--- src/rtl/switch_pulse_shaper.sv ---
// Per-channel switch conditioner: synchronise, detect rising edge, emit a bounded
// pulse, then hold off before re-arming. Channels share only clock, reset and stretch.
//
// state      | meaning
// -----------+-------------------------------------------------------------
// ST_IDLE    | armed, waiting for a synchronised rising edge
// ST_PULSE   | pulse active; counter runs up to PULSE_CNT-1 (saturates in stretch)
// ST_HOLDOFF | pulse finished; counter runs up to HOLDOFF_CNT-1 before re-arming
module switch_pulse_shaper #(
   parameter int CHANNELS    = 2,
   parameter int PULSE_CNT   = 600000,
   parameter int HOLDOFF_CNT = 60000,
   parameter int SYNC_STAGES = 2
) (
   input  logic                clk_sys,
   input  logic                reset,
   input  logic [CHANNELS-1:0] sw_in,
   input  logic [CHANNELS-1:0] inhibit,
   input  logic [CHANNELS-1:0] abort,
   input  logic                stretch,
   output logic [CHANNELS-1:0] pulse_out,
   output logic [CHANNELS-1:0] busy,
   output logic [CHANNELS-1:0] dropped
);

   typedef enum logic [1:0] {
      ST_IDLE    = 2'd0,
      ST_PULSE   = 2'd1,
      ST_HOLDOFF = 2'd2
   } state_t;

   localparam int CNT_MAX = (PULSE_CNT > HOLDOFF_CNT) ? PULSE_CNT : HOLDOFF_CNT;
   localparam int CW      = $clog2(CNT_MAX + 1);

   localparam logic [CW-1:0] PULSE_LAST = CW'(PULSE_CNT - 1);
   localparam logic [CW-1:0] HOLD_LAST  = (HOLDOFF_CNT > 0) ? CW'(HOLDOFF_CNT - 1) : '0;
   localparam state_t        END_STATE  = (HOLDOFF_CNT > 0) ? ST_HOLDOFF : ST_IDLE;

   for (genvar g = 0; g < CHANNELS; g++) begin : g_ch
      logic [SYNC_STAGES-1:0] r_sync;
      logic                   r_s_q;
      state_t                 r_state;
      state_t                 w_state_nxt;
      logic [CW-1:0]          r_cnt;
      logic [CW-1:0]          w_cnt_nxt;
      logic                   w_s;
      logic                   w_rise;
      logic                   w_drop;
      logic                   r_drop_d;
      logic                   r_pulse;
      logic                   r_busy;
      logic                   r_dropped;

      // Synchroniser and edge register reset high so a switch held through reset is not a press.
      always_ff @(posedge clk_sys or posedge reset) begin
         if (reset) begin
            r_sync <= '1;
            r_s_q  <= 1'b1;
         end else begin
            r_sync <= {r_sync[SYNC_STAGES-2:0], sw_in[g]};
            r_s_q  <= w_s;
         end
      end

      assign w_s    = r_sync[SYNC_STAGES-1];
      assign w_rise = w_s & ~r_s_q;

      always_ff @(posedge clk_sys or posedge reset) begin
         if (reset) begin
            r_state <= ST_IDLE;
            r_cnt   <= '0;
         end else begin
            r_state <= w_state_nxt;
            r_cnt   <= w_cnt_nxt;
         end
      end

      always_comb begin
         w_state_nxt = r_state;
         w_cnt_nxt   = r_cnt;
         w_drop      = 1'b0;
         unique case (r_state)
            ST_IDLE: begin
               if (w_rise) begin
                  if (inhibit[g]) begin
                     w_drop = 1'b1;
                  end else begin
                     w_state_nxt = ST_PULSE;
                     w_cnt_nxt   = '0;
                  end
               end
            end
            ST_PULSE: begin
               w_drop = w_rise;
               if (abort[g] || ((r_cnt == PULSE_LAST) && (!stretch || !w_s))) begin
                  w_state_nxt = END_STATE;
                  w_cnt_nxt   = '0;
               end else if (r_cnt != PULSE_LAST) begin
                  w_cnt_nxt = r_cnt + 1'b1;
               end
            end
            ST_HOLDOFF: begin
               w_drop = w_rise;
               if (r_cnt == HOLD_LAST) begin
                  w_state_nxt = ST_IDLE;
                  w_cnt_nxt   = '0;
               end else begin
                  w_cnt_nxt = r_cnt + 1'b1;
               end
            end
            default: begin
               w_state_nxt = ST_IDLE;
               w_cnt_nxt   = '0;
            end
         endcase
      end

      // Outputs trail the state by one register; the drop strobe is delayed to stay aligned.
      always_ff @(posedge clk_sys or posedge reset) begin
         if (reset) begin
            r_pulse   <= 1'b0;
            r_busy    <= 1'b0;
            r_drop_d  <= 1'b0;
            r_dropped <= 1'b0;
         end else begin
            r_pulse   <= (r_state == ST_PULSE);
            r_busy    <= (r_state != ST_IDLE);
            r_drop_d  <= w_drop;
            r_dropped <= r_drop_d;
         end
      end

      assign pulse_out[g] = r_pulse;
      assign busy[g]      = r_busy;
      assign dropped[g]   = r_dropped;
   end

endmodule

--- config.mk ---
export PLATFORM = sky130hd
export DESIGN_NAME = switch_pulse_shaper
export DESIGN_NICKNAME = d
export VERILOG_FILES = /design/src/rtl/switch_pulse_shaper.sv
export SDC_FILE = /design/constraint.sdc
export NUM_CORES = 1
export LEC_CHECK = 0
export CELL_PAD_IN_SITES_DETAIL_PLACEMENT = 1
export CELL_PAD_IN_SITES_GLOBAL_PLACEMENT = 2
export CORE_ASPECT_RATIO = 2
export CORE_UTILIZATION = 41
export CTS_CLUSTER_DIAMETER = 80
export DETAILED_ROUTE_END_ITERATION = 6
export PLACE_DENSITY = 0.9
export SLEW_MARGIN = 20
export SYNTH_ARGS = -nofsm -noshare
export SYNTH_HDL_FRONTEND = slang
export SYNTH_SLANG_ARGS = --single-unit
--- constraint.sdc ---
create_clock -name clk_sys -period 5.65 [get_ports clk_sys]
set_input_delay 0.8475 -clock clk_sys [delete_from_list [all_inputs] [get_ports clk_sys]]
set_output_delay 0.8475 -clock clk_sys [all_outputs]
set_load 0.1 [all_outputs]
==> flow_summary.json, run 1 <==
{
  "gp_congestion": 0.8072,
  "clockPowerShare": 0.360,
  "grt_start_max_net_pins": 59,
  "min-delay-start": "g_ch[1].r_drop_d",
  "worstSetupEndpointType": "flip-flop",
  "synthTopCellsByCount": "dfrtp_1, o21ai_0, nand2_1",
  "cts_resized": 0,
  "reg2regPathDepth": 6,
  "start_kind": "primary input",
  "start_util": 0.4257,
  "grt_use_met3": 0.05993,
  "synth_area_leaders": "dfrtp_1, o21ai_0, o221ai_1",
  "timing.fmax_ghz": 0.3423,
  "drt-initial-drc-count": 176,
  "syn2layout_area_growth_pct": 13.20,
  "avgSynthCellArea_um2": 8.976,
  "rrSetupSlack_ns": 2.85,
  "hold_end": "g_ch[1].r_dropped",
  "synth.most_common_cell": "dfrtp_1",
  "fin_crit_ns": 2.921,
  "grt_use_total": 0.2561,
  "synth_edf_count": 0,
  "p_switching_uw": 644.2,
  "coreArea_um2": 8351,
  "cts.path.max_buffers": 2,
  "cap_violations": 0,
  "synth_fp_nets": 415,
  "ys_seq_area_frac": 0.4104,
  "status": "completed",
  "ant_nets": 0,
  "slew_headroom": 0.3541,
  "synth_area_leader_cell": "dfrtp_1",
  "dieArea_um2": 9069,
  "worstPathMaxFanout": 15,
  "clk_latency_ns": 0.33,
  "clkTransAtPathRegs_ns": 0.05,
  "holdWs_ns": 0.3455,
  "nFillCells": 980,
  "yosysUniqueCellTypes": 55,
  "num_antenna_cells": 0,
  "internal_power_uw": 1003,
  "vdd_drop_max_mv": 0.1935,
  "final-setup-viol-count": 0,
  "rsz0062_at_grt": "no",
  "power_leakage_uw": 0.001581,
  "path_class": "primary input to flip-flop",
  "final_nets": 414,
  "tritoncts": "built",
  "grtUsageMet1": 0.2529,
  "rows": 47,
  "grt_antenna_before_repair": 0,
  "tns_ns": 0,
  "final_hold_viol_count": 0,
  "dr.pass1.iters": 4,
  "viasPerCell": 6.355,
  "finalCoreUtilization": 0.4819,
  "ys_warn_count": 0,
  "crit_arrival_ns": 3.16,
  "dp_hpwl_um": 7491,
  "fin_crit_sh": 0.5170,
  "r2r-start": "g_ch[0].r_cnt[0]",
  "gr-total-overflow": 0,
  "cts_hold_repair.buffers": 0,
  "seqPwrFrac": 0.302,
  "min_path_cells": 0,
  "die_x_um": 67.84,
  "post-route-drc-count": 0,
  "min_path_type": "flip-flop to flip-flop",
  "combPwrFrac": 0.338,
  "cellPowerDensity_nw_per_um2": 409.5,
  "vias": 3165,
  "power_switching_share": 0.3910,
  "async_reset_ff_frac": 1.000,
  "cts_buffers": 9,
  "worstReg2RegEnd": "g_ch[0].r_cnt[8]",
  "grt_pass1_wl_um": 16970,
  "fin_skew_ns": 0.003789,
  "clkSinkCount": 58,
  "yosysTopAreaCellShare": 0.3661,
  "use_met2": 0.4686,
  "drv_slew": 0,
  "grt_pass1_vias": 3381,
  "ys_ff_latch": 58,
  "postCtsSetupBuffers": 0,
  "ys.flop_type": "dfrtp_1",
  "routed_wl_um": 10570,
  "io_buffers": 14,
  "io_pins": 15,
  "cts-root-buf": "clkbuf_16",
  "grt.busiest_layer": "met2",
  "tightest_slew_ns": 0.9659,
  "fp.dieH_um": 133.7,
  "wl_per_cell_um": 21.23,
  "htreeDepth": 3,
  "drive_above_1_share": 0.1025,
  "synth_cells": 396,
  "syn_area_um2": 3555,
  "required_ns": 5.89
}
## critical path: stages
cell             delay, ns
clkdlybuf4s50_1       0.57
nand2_1               0.10
or2_2                 0.31
nor3b_2               0.78
nor2_1                0.31
o21ai_0               0.25
## power by group through the flow
stage	registers, uW	logic (uW)	clock network (uW)
CTS	498	557	605
global route	504	591	625
finish	498	557	593
detailed placement	504	553	0
floorplan	492	432	0
global placement	500	540	0
## layer usage
metal / share of wire / vias to the layer above
li1: - / 1478
met1: 0.37 / 1613
met2: 0.58 / 50
met3: 0.019 / 24
met4: 0.031 / 0
met5: 0 / -
## registers in the layout, summed over array words and instances, names as in the netlist
| name | cells |
|---|---|
| g_ch.r_pulse | 2 |
| g_ch.r_drop_d | 2 |
| g_ch.r_cnt | 40 |
| g_ch.r_busy | 2 |
| g_ch.r_sync | 4 |
| g_ch.r_state | 4 |
| g_ch.r_s_q | 2 |
| g_ch.r_dropped | 2 |
## worst max-delay path by stage
| stage | start | endpoint | slack, ns |
|---|---|---|---|
| after detailed placement | inhibit[1] | g_ch[1].r_cnt[1] | 1.97 |
| after global routing | inhibit[1] | g_ch[1].r_cnt[4] | 2.62 |
| final | stretch | g_ch[0].r_cnt[11] | 2.73 |
| after global placement | inhibit[1] | g_ch[1].r_cnt[19] | 2.11 |
| after CTS | inhibit[1] | g_ch[1].r_cnt[4] | 2.32 |
| after floorplan | reset | g_ch[0].r_busy | 3.38 |
## final cells by class
cell class	instances	area [um^2]	share of cell area
Clock buffer	15	297.8	0.07401
Clock inverter	1	30.03	0.007463
Inverter	23	86.33	0.02146
Tap cell	98	122.6	0.03047
Timing Repair Buffer	18	170.2	0.04229
Multi-Input combinational cell	285	1858	0.4618
Sequential cell	58	1459	0.3626
## per-stage QoR
| step | setup slack, ns | std cells | power, uW | cell area, um^2 |
|---|---|---|---|---|
| 6_report | 2.729 | 498 | 1648 | 4024 |
| 5_1_grt | 2.625 | 498 | 1720 | 4024 |
| 4_1_cts | 2.324 | 498 | 1659 | 4021 |
| 3_5_place_dp | 1.975 | 482 | 1057 | 3694 |
| 3_3_place_gp | 2.114 | 482 | 1040 | 3694 |
| 2_1_floorplan | 3.384 | 396 | 924.2 | 3555 |
## layout by cell type (no fill, tap or decap), types with 9 or more instances in the layout
master           netlist  final
nor2_1                17     17
o211ai_1              20     20
nand2_1               27     27
clkbuf_16              0      9
dfrtp_1               52     52
nor3_1                16     16
clkdlybuf4s50_1        0     14
nand3_1               13     13
o21ai_0               48     48
o221ai_1              19     19
ha_1                  10     10
nand4_1               11     11
inv_1                 23     22
## cell families (layout without fill, tap and decap cells)
group | count (synthesis) | in the layout | share of synthesized area
adder cells (fa/ha/maj) | 10 | 10 | 0.03520
buffers and inverters | 53 | 57 | 0.06758
XOR/XNOR | 6 | 6 | 0.01479
multiplexers | 2 | 2 | 0.006335
flip-flops | 58 | 58 | 0.4104
AO/OA/AOI/OAI | 120 | 120 | 0.2263
AND/OR/NAND/NOR | 147 | 147 | 0.2394
Power figures use the tool's default switching activity.
==> run 2, diff against run 1 <==
--- a/config.mk
+++ b/config.mk
@@ -8,10 +8,10 @@
 export CELL_PAD_IN_SITES_DETAIL_PLACEMENT = 1
 export CELL_PAD_IN_SITES_GLOBAL_PLACEMENT = 2
 export CORE_ASPECT_RATIO = 2
-export CORE_UTILIZATION = 41
+export CORE_UTILIZATION = 35
 export CTS_CLUSTER_DIAMETER = 80
 export DETAILED_ROUTE_END_ITERATION = 6
-export PLACE_DENSITY = 0.9
+export PLACE_DENSITY = 0.82
 export SLEW_MARGIN = 20
 export SYNTH_ARGS = -nofsm -noshare
 export SYNTH_HDL_FRONTEND = slang
==> constraint.sdc (replaced) <==
create_clock -name clk_sys -period 2.4 [get_ports clk_sys]
set_input_delay 0.36 -clock clk_sys [delete_from_list [all_inputs] [get_ports clk_sys]]
set_output_delay 0.36 -clock clk_sys [all_outputs]
set_load 0.1 [all_outputs]
==> run 2 against run 1 <==
  * Hold slack better by 0.0024 ns
  * Final cell count up 11%
  * Critical path type is now flip-flop to flip-flop
  * Non-clock buffer count up 21
  * Clock-buffer cell count down 4
  * Sequential cell count unchanged
  * First-iteration DRC count down 9.7%
==> flow_summary.json, run 2 (synthesis gave the netlist of run 1 again) <==
{
  "status": "completed",
  "crit_arrival_ns": 2.36,
  "final_hold_viol_count": 0,
  "htreeDepth": 3,
  "fin_crit_ns": 2.174,
  "final-setup-viol-count": 0,
  "tightest_slew_ns": 0.5156,
  "power_leakage_uw": 0.001689,
  "rows": 51,
  "slowest_delay_ns": 0.71,
  "rrSetupSlack_ns": 0.23,
  "fin_crit_sh": 0.9057,
  "cts.path.max_buffers": 2,
  "cts-root-buf": "clkbuf_16",
  "final_cells": 553,
  "routed_wl_um": 10800,
  "cap_violations": 0,
  "worstPathMaxFanout": 7,
  "syn2layout_area_growth_pct": 18.51,
  "drt-initial-drc-count": 159,
  "clk_latency_ns": 0.33,
  "gr-total-overflow": 0,
  "cts_buffers": 9,
  "dieArea_um2": 10590,
  "fp.dieH_um": 144.5,
  "gp_congestion": 0.9093,
  "start_kind": "flip-flop",
  "timing.fmax_ghz": 0.4601,
  "dr.pass1.iters": 4,
  "cts_hold_repair.buffers": 0,
  "ant_nets": 0,
  "worstSetupEndpointType": "flip-flop",
  "clkTransAtPathRegs_ns": 0.05,
  "dp_hpwl_um": 8066,
  "grt_pass1_vias": 3604,
  "viasPerCell": 5.826,
  "min_path_type": "flip-flop to flip-flop",
  "placed_cells": 537,
  "drv_slew": 0,
  "io_pins": 15,
  "slew_headroom": 0.6555,
  "largest_register_ffs": 40,
  "wl_per_cell_um": 19.54,
  "cp_slowest_cell": "or4_1",
  "largest_registers": "g_ch.r_cnt x40, g_ch.r_state x4, g_ch.r_sync x4",
  "path_delay_family": "simple AND/OR/NAND/NOR gates",
  "grt_start_max_net_pins": 35,
  "layout_setup_ws_ns": 0.2264,
  "finalPower_uw": 3987,
  "clkSinkCount": 58,
  "final_nets": 435,
  "path_class": "flip-flop to flip-flop",
  "vias": 3222,
  "worst-path-buf-inv": 0,
  "largest-register": "g_ch.r_cnt",
  "required_ns": 2.59,
  "min_path_cells": 0,
  "drive_above_1_share": 0.1591,
  "place_ws_ns": -0.04637,
  "cellPowerDensity_nw_per_um2": 946.5,
  "coreArea_um2": 9827,
  "fin_skew_ns": 0.005945,
  "grt_pass1_wl_um": 18150,
  "start_util": 0.3617,
  "die_x_um": 73.26,
  "io_buffers": 14,
  "final_common_cell": "dfrtp_1",
  "reg2regPathDepth": 6,
  "grt_antenna_before_repair": 0,
  "vdd_drop_max_mv": 0.4496,
  "rsz0062_at_grt": "no",
  "post-route-drc-count": 0,
  "tritoncts": "built",
  "crit_path_cell_trace": "ha_1 > nand3_1 > or4_1 > o31a_1 > o221ai_1 > o21ai_0",
  "most-common-layout-cells": "dfrtp_1, o21ai_0, buf_4",
  "num_antenna_cells": 0,
  "grt_use_total": 0.2299,
  "cp_num_cells": 6,
  "finalCoreUtilization": 0.4287
}
## run 2: final cells by class
| type | instances | area (um^2) |
|---|---|---|
| inverters | 23 | 86.33 |
| flip-flops and latches | 58 | 1459 |
| clock inverters | 5 | 77.57 |
| multi-input cells | 285 | 1869 |
| repair buffers | 39 | 312.8 |
| clock buffers | 11 | 242.7 |
| fillers | 1186 | 5614 |
| well taps | 132 | 165.2 |
## run 2: per-stage QoR
stage                     hold WS, ns  area, um^2  TNS [ns]
after floorplan                0.3312        3555         0
after global placement         0.3338        3879         0
after detailed placement       0.3403        3879   -0.1319
after CTS                      0.3515        4207         0
after global routing           0.3580        4213         0
final                          0.3479        4213         0
## run 2: metal layers
metal | up-vias | routed length, um | GRT usage
met5 | - | 0 | 0
met4 | 0 | 370 | 0.1373
met3 | 24 | 162 | 0.02648
met2 | 45 | 6457 | 0.4469
met1 | 1633 | 3813 | 0.2209
li1 | 1520 | - | -
## run 2: final timing paths
path,from,end
worst max register to register,g_ch[0].r_cnt[1],g_ch[0].r_cnt[18]
max in group asynchronous,reset,g_ch[0].r_sync[1]
worst min-delay path,g_ch[1].r_drop_d,g_ch[1].r_dropped
worst max-delay path,g_ch[0].r_cnt[1],g_ch[0].r_cnt[18]
min in group asynchronous,reset,g_ch[0].r_cnt[14]
worst min register to register,g_ch[1].r_drop_d,g_ch[1].r_dropped
## run 2: report_power, final
| part | internal (uW) | total, uW | switching, uW |
|---|---|---|---|
| sequential | 1090 | 1160 | 67.7 |
| clock | 933 | 1390 | 455 |
| combinational | 417 | 1440 | 1020 |
| total | 2440 | 3990 | 1550 |
## run 2: what timing repair did
action	CTS	global route
endpoints found under the setup margin	8	1
setup buffers	0	0
gates resized for setup	1	1
